--- config.mk ---
export PLATFORM = sky130hd
export DESIGN_NAME = qa_drv_prim_filter_counting_sat
export DESIGN_NICKNAME = d
export VERILOG_FILES = /design/src/rtl/qa_drv_prim_filter_pkg.sv /design/src/rtl/qa_drv_prim_filter_bucket_delta.sv /design/src/rtl/qa_drv_prim_filter_counting_sat.sv
export SDC_FILE = /design/constraint.sdc
export NUM_CORES = 1
export LEC_CHECK = 0
export BUFFER_PORTS_ARGS = -buffer_cell sky130_fd_sc_hd__clkbuf_2
export CAP_MARGIN = 40
export CORE_AREA = 2 2 160 162
export CTS_CLUSTER_DIAMETER = 150
export DETAILED_ROUTE_END_ITERATION = 8
export DIE_AREA = 0 0 162 164
export GPL_ROUTABILITY_DRIVEN = 0
export PLACE_DENSITY = 0.44
export SLEW_MARGIN = 20
export SYNTH_ARGS = -nofsm -noshare
export SYNTH_HDL_FRONTEND = slang
export SYNTH_SLANG_ARGS = --single-unit
--- constraint.sdc ---
create_clock -name clk -period 4.95 [get_ports clk]
set_input_delay 0.7425 -clock clk [delete_from_list [all_inputs] [get_ports clk]]
set_output_delay 0.7425 -clock clk [all_outputs]
set_load 0.01 [all_outputs]
--- src/rtl/qa_drv_prim_filter_pkg.sv ---
// Shared types for the counting filter: drain FSM state and saturation helpers.
package qa_drv_prim_filter_pkg;

  // Drain sequencing: wait for every bucket to empty, then pulse done once.
  typedef enum logic [1:0] {
    IDLE  = 2'd0,
    DRAIN = 2'd1,
    DONE  = 2'd2
  } t_filter_drain_state;

  // Largest value a bucket counter of the given width can hold.
  function automatic int unsigned bucket_max(input int unsigned bits);
    return (32'd1 << bits) - 32'd1;
  endfunction

endpackage

--- src/rtl/qa_drv_prim_filter_bucket_delta.sv ---
// Per-bucket increment/decrement counts: how many enabled insert ports and
// how many enabled remove ports address this bucket in the current cycle.
module qa_drv_prim_filter_bucket_delta
  import qa_drv_prim_filter_pkg::*;
#(
  parameter int N_BUCKETS        = 16,
  parameter int N_INSERT_CLIENTS = 2,
  parameter int N_REMOVE_CLIENTS = 2,
  parameter int BUCKET_IDX       = 0,
  parameter int IDX_W            = $clog2(N_BUCKETS),
  parameter int UP_W             = $clog2(N_INSERT_CLIENTS + 1),
  parameter int DN_W             = $clog2(N_REMOVE_CLIENTS + 1)
) (
  input  logic [N_INSERT_CLIENTS-1:0][IDX_W-1:0] insert,
  input  logic [N_INSERT_CLIENTS-1:0]            insert_en,
  input  logic [N_REMOVE_CLIENTS-1:0][IDX_W-1:0] remove,
  input  logic [N_REMOVE_CLIENTS-1:0]            remove_en,
  output logic [UP_W-1:0]                        up,
  output logic [DN_W-1:0]                        down
);

  localparam logic [IDX_W-1:0] MY_IDX = IDX_W'(BUCKET_IDX);

  // Count matching enabled insert ports.
  always_comb begin
    up = '0;
    for (int i = 0; i < N_INSERT_CLIENTS; i++)
      if (insert_en[i] && (insert[i] == MY_IDX)) up = up + UP_W'(1);
  end

  // Count matching enabled remove ports.
  always_comb begin
    down = '0;
    for (int i = 0; i < N_REMOVE_CLIENTS; i++)
      if (remove_en[i] && (remove[i] == MY_IDX)) down = down + DN_W'(1);
  end

endmodule

--- src/rtl/qa_drv_prim_filter_counting_sat.sv ---
// Counting filter with saturating per-bucket counters, zero-latency test
// ports, occupancy count and a drain sequencer that blocks inserts until
// every bucket has emptied.
// Optional: define QA_FILTER_COUNTING_ERR_CHECK_EN to enable sticky
// overflow/underflow flags; otherwise both flags are tied to 0.
module qa_drv_prim_filter_counting_sat
  import qa_drv_prim_filter_pkg::*;
#(
  parameter int N_BUCKETS        = 16,
  parameter int BITS_PER_BUCKET  = 4,
  parameter int N_TEST_CLIENTS   = 1,
  parameter int N_INSERT_CLIENTS = 2,
  parameter int N_REMOVE_CLIENTS = 2,
  parameter int NOTFULL_HEADROOM = N_INSERT_CLIENTS
) (
  input  logic                                                 clk,
  input  logic                                                 resetb,
  input  logic [N_TEST_CLIENTS-1:0][$clog2(N_BUCKETS)-1:0]     test_req,
  output logic [N_TEST_CLIENTS-1:0]                            test_notFull,
  output logic [N_TEST_CLIENTS-1:0]                            test_isZero,
  input  logic [N_INSERT_CLIENTS-1:0][$clog2(N_BUCKETS)-1:0]   insert,
  input  logic [N_INSERT_CLIENTS-1:0]                          insert_en,
  input  logic [N_REMOVE_CLIENTS-1:0][$clog2(N_BUCKETS)-1:0]   remove,
  input  logic [N_REMOVE_CLIENTS-1:0]                          remove_en,
  output logic                                                 insert_rdy,
  input  logic                                                 drain_req,
  output logic                                                 drain_done,
  output logic [$clog2(N_BUCKETS+1)-1:0]                       occupancy,
  output logic                                                 err_overflow,
  output logic                                                 err_underflow
);

  localparam int IDX_W = $clog2(N_BUCKETS);
  localparam int OCC_W = $clog2(N_BUCKETS + 1);
  localparam int BPB   = BITS_PER_BUCKET;
  localparam int UP_W  = $clog2(N_INSERT_CLIENTS + 1);
  localparam int DN_W  = $clog2(N_REMOVE_CLIENTS + 1);
  // Signed working width: holds cur+up (positive) and cur-down (negative)
  // without wrapping.
  localparam int SUM_W = BPB + UP_W + DN_W + 1;
  localparam int MAX_I = int'(bucket_max(BPB));
  // notFull threshold; may be negative for very large headroom, in which
  // case the compare below is simply never true.
  localparam int NF_LIMIT = MAX_I - NOTFULL_HEADROOM;
  localparam logic signed [SUM_W-1:0] MAX_S = SUM_W'(MAX_I);

  logic [N_BUCKETS-1:0][BPB-1:0]  cnt_q;
  logic [N_BUCKETS-1:0][BPB-1:0]  cnt_d;
  logic [N_BUCKETS-1:0][UP_W-1:0] up;
  logic [N_BUCKETS-1:0][DN_W-1:0] down;
  logic [N_BUCKETS-1:0]           clamp_hi;
  logic [N_BUCKETS-1:0]           clamp_lo;
  logic [N_INSERT_CLIENTS-1:0]    ins_en_g;
  logic                           all_zero;
  t_filter_drain_state            state;

  // Inserts only land while the sequencer is idle; removes always proceed.
  assign ins_en_g = insert_en & {N_INSERT_CLIENTS{insert_rdy}};

  genvar gb;
  generate
    for (gb = 0; gb < N_BUCKETS; gb++) begin : g_bkt
      qa_drv_prim_filter_bucket_delta #(
        .N_BUCKETS        (N_BUCKETS),
        .N_INSERT_CLIENTS (N_INSERT_CLIENTS),
        .N_REMOVE_CLIENTS (N_REMOVE_CLIENTS),
        .BUCKET_IDX       (gb),
        .IDX_W            (IDX_W),
        .UP_W             (UP_W),
        .DN_W             (DN_W)
      ) u_delta (
        .insert    (insert),
        .insert_en (ins_en_g),
        .remove    (remove),
        .remove_en (remove_en),
        .up        (up[gb]),
        .down      (down[gb])
      );
    end
  endgenerate

  // Net each bucket's inserts against its removes, then clamp to [0, MAX].
  always_comb begin
    logic signed [SUM_W-1:0] sum;
    cnt_d    = cnt_q;
    clamp_hi = '0;
    clamp_lo = '0;
    for (int b = 0; b < N_BUCKETS; b++) begin
      sum = $signed({{(SUM_W-BPB){1'b0}}, cnt_q[b]})
          + $signed({{(SUM_W-UP_W){1'b0}}, up[b]})
          - $signed({{(SUM_W-DN_W){1'b0}}, down[b]});
      if (sum < 0) begin
        clamp_lo[b] = 1'b1;
        cnt_d[b]    = '0;
      end else if (sum > MAX_S) begin
        clamp_hi[b] = 1'b1;
        cnt_d[b]    = '1;
      end else begin
        cnt_d[b]    = sum[BPB-1:0];
      end
    end
  end

  // Bucket counter storage.
  always_ff @(posedge clk) begin
    if (!resetb) cnt_q <= '0;
    else         cnt_q <= cnt_d;
  end

  // Test ports look straight at the registered counters.
  always_comb begin
    test_notFull = '0;
    test_isZero  = '0;
    for (int t = 0; t < N_TEST_CLIENTS; t++) begin
      test_notFull[t] = (int'(cnt_q[test_req[t]]) <= NF_LIMIT);
      test_isZero[t]  = (cnt_q[test_req[t]] == '0);
    end
  end

  // Popcount of non-empty buckets.
  always_comb begin
    occupancy = '0;
    for (int b = 0; b < N_BUCKETS; b++)
      occupancy = occupancy + OCC_W'(cnt_q[b] != '0);
  end

  assign all_zero = (cnt_q == '0);

  // Drain sequencer; drain_done and insert_rdy are registered alongside state.
  always_ff @(posedge clk) begin
    if (!resetb) begin
      state      <= IDLE;
      drain_done <= 1'b0;
      insert_rdy <= 1'b1;
    end else begin
      case (state)
        IDLE: begin
          drain_done <= 1'b0;
          if (drain_req) begin
            state      <= DRAIN;
            insert_rdy <= 1'b0;
          end
        end
        DRAIN: begin
          if (all_zero) begin
            state      <= DONE;
            drain_done <= 1'b1;
          end
        end
        DONE: begin
          state      <= IDLE;
          drain_done <= 1'b0;
          insert_rdy <= 1'b1;
        end
        default: begin
          state      <= IDLE;
          drain_done <= 1'b0;
          insert_rdy <= 1'b1;
        end
      endcase
    end
  end

`ifdef QA_FILTER_COUNTING_ERR_CHECK_EN
  // Sticky saturation flags: any bucket clamping sets them until reset.
  always_ff @(posedge clk) begin
    if (!resetb) begin
      err_overflow  <= 1'b0;
      err_underflow <= 1'b0;
    end else begin
      if (|clamp_hi) err_overflow  <= 1'b1;
      if (|clamp_lo) err_underflow <= 1'b1;
    end
  end
`else
  assign err_overflow  = 1'b0;
  assign err_underflow = 1'b0;
`endif

endmodule

==> results by group <==
Synth
  • Top FF cell, synth: dfxtp_1
  • Mapped Cells: roughly 830
  • Share of the synthesized area in the top cell type: 0.253
  • Netlist cell types: 37
  • Synthesis Warnings: 0
  • Mapped cell area: 7360 um2
  • Avg Cell Area, Syn: between 8 and 9 um2
  • Sequential-to-total area share from yosys stat: 0.185
  • Most numerous cell in the Yosys netlist: inv_1
  • Async set-reset flop share out of synthesis: 0
  • Post-synth EDFFs: 0
  • Main area contributors after synthesis: ha_1 (25%), dfxtp_1 (19%), fa_1 (11%)
  • Area leader, netlist: ha_1
  • FF+latch count, synth: between 60 and 70
  • Top cells by count, synth: inv_1 (185), ha_1 (149), dfxtp_1 (68)

CTS
  • Hold Buf Count CTS: 0
  • CTS tree: yes
  • CTS Buffer Depth: 2
  • # H-tree levels: 3
  • Clock Pin Slew Worst Setup and Hold Paths: approximately 0.060 ns
  • CTS buffer count: 9
  • CTS root buf: clkbuf_16
  • Clock sink total: approximately 70
  • Clock latency on the worst-skew pair: between 0.3 and 0.4 ns

Timing
  • Setup WS post-layout: -0.0181 ns
  • Skew final: between 0.007 and 0.008 ns
  • Tcrit/Tclk final: 1.00
  • Rel. slew slack: 0.490
  • RSZ-0062 raised after global routing: yes
  • Worst slew pin tran: between 0.7 and 0.8 ns
  • Max frequency: 201 MHz
  • Count of final setup violators: 1
  • Slew Limit Fails: 0
  • Final count of hold timing violations: 0
  • Min Tclk post-route: around 5 ns

Detailed routing
  • Via density: approximately 4.6
  • DR WL/cell: 15.8 um
  • DR pass1 iterations: 4
  • Via count: roughly 5800
  • Post-DRT Antenna Nets: 0
  • First DRT Iteration DRCs: roughly 270
  • WL final: roughly 20000 um
  • # DRC: 0

Floorplan
  • Ports: 38
  • Die Area: between 20000 and 30000 um2
  • Row count: 58
  • Die width: around 160 um
  • Initial Util: 0.296
  • Die Height: around 160 um
  • Core box area: 24800 um2

GRT
  • Initial antenna violation count: 0
  • First-pass GRT wire length: 31400 um
  • GRT Residual Overflow: 0
  • Gr usage total: 0.156
  • Vias in the first global route: slightly below 6000
  • Largest net degree at the start of global routing: 17

Placement
  • Port bufs: 35
  • HPWL after detailed placement: about 17000 um
  • DP Worst Slack: -0.0415 ns

Setup path
  • Kind of critical path: register to output port
  • Crit-path max FO: 4
  • CP Capture Type: output port
  • R2R depth: 14
  • Worst EP required: roughly 4.2 ns
  • Startpoint Class: register
  • Crit path arrival time: between 4 and 5 ns

Status
  • Status: finished with violations
  • Failing checks: setup timing

Layout
  • Share of cells above drive strength 1: 0.171
  • Area Growth Syn to Fin: 17.6%
  • Fin nets: between 1000 and 1500
  • Number of diodes: 0

Hold path
  • Hold crit path type: register to register
  • Hold Crit Depth: 1

Run
  • Max-Cap Viols: 0
## metrics by stage
| stage | std cells | cell area, um2 | utilization | TNS [ns] | hold WS [ns] |
|---|---|---|---|---|---|
| final | 1244 | 8650 | 0.349 | -0.0181 | 0.442 |
| after global routing | 1244 | 8650 | 0.349 | -0.346 | 0.493 |
| after CTS | 1239 | 8580 | 0.346 | -0.0547 | 0.441 |
| after detailed placement | 1211 | 8080 | 0.325 | -0.0415 | 0.433 |
| after global placement | 1209 | 8050 | 0.324 | 0 | 0.434 |
| after floorplan | 830 | 7360 | - | 0 | 0.406 |
## layout make-up
cell class / count / area, um2
inverter: 186 / 698
timing repair buffer: 75 / 489
tap: 330 / 413
fill: 2608 / 16200
sequential: 68 / 1380
clock inverter: 5 / 75.1
multi-input combinational: 569 / 5350
clock buffer: 11 / 243
## flip-flops by register name, indices dropped and copies added, names as in the netlist
signal and count:
state 2, cnt_q 64, insert_rdy 1, drain_done 1
## per-layer routing
layer | up-vias | wire length (um) | global-route usage | part of all wire
li1 | 2961 | - | - | -
met1 | 2690 | 9070 | 0.198 | 0.46
met2 | 83 | 9470 | 0.274 | 0.48
met3 | 26 | 644 | 0.0174 | 0.033
met4 | 0 | 435 | 0.0583 | 0.022
met5 | - | 0 | 0 | 0
## layout by cell type (no fill, tap or decap), types with 24 or more instances in the layout
cell,synthesis,layout
ha_1,149,144
nand2b_1,24,24
a31oi_1,64,64
clkbuf_2,0,32
buf_4,2,37
a21o_1,33,33
nor2_1,54,54
dfxtp_1,68,53
inv_1,185,168
fa_1,42,40
a21oi_1,34,32
## cell families after synthesis
family	after synthesis	synth area share
xor+xnor	34	0.0405
simple gates	172	0.124
buf+inv	193	0.102
compound gates	154	0.129
other cells	1	0.000510
flops	68	0.185
fa+ha+maj	191	0.368
mux	16	0.0505
## final timing paths
check / startpoint / endpoint / slack (ns)
worst max register to register: insert_rdy / cnt_q[2] / 1.62
worst max-delay path: cnt_q[11] / occupancy[4] / -0.02
worst min register to register: state[1] / state[0] / 0.44
worst min-delay path: state[1] / state[0] / 0.44
## worst max-delay path, stage by stage, from the launching register on
cell and delay, ns:
dfxtp_2 0.34, inv_1 0.07, ha_2 0.18, nor3b_2 0.15, buf_4 0.15, fa_1 0.47
inv_1 0.05, fa_1 0.48, fa_1 0.51, inv_2 0.04, fa_1 0.47, inv_1 0.04
ha_2 0.19, fa_2 0.38, a21oi_2 0.15, nor2b_2 0.06, clkbuf_2 0.13
## timing repair
| action | in CTS | in global routing |
|---|---|---|
| pin swaps | 9 | 10 |
| cloned | 0 | 0 |
| endpoints found under the setup margin | 4 | 4 |
| resized for setup | 38 | 21 |
| buffers inserted | 12 | 4 |
Power is left out: the tool's default activity adds up to more than one toggle a clock period on the data nets, which glitch-free logic cannot reach.
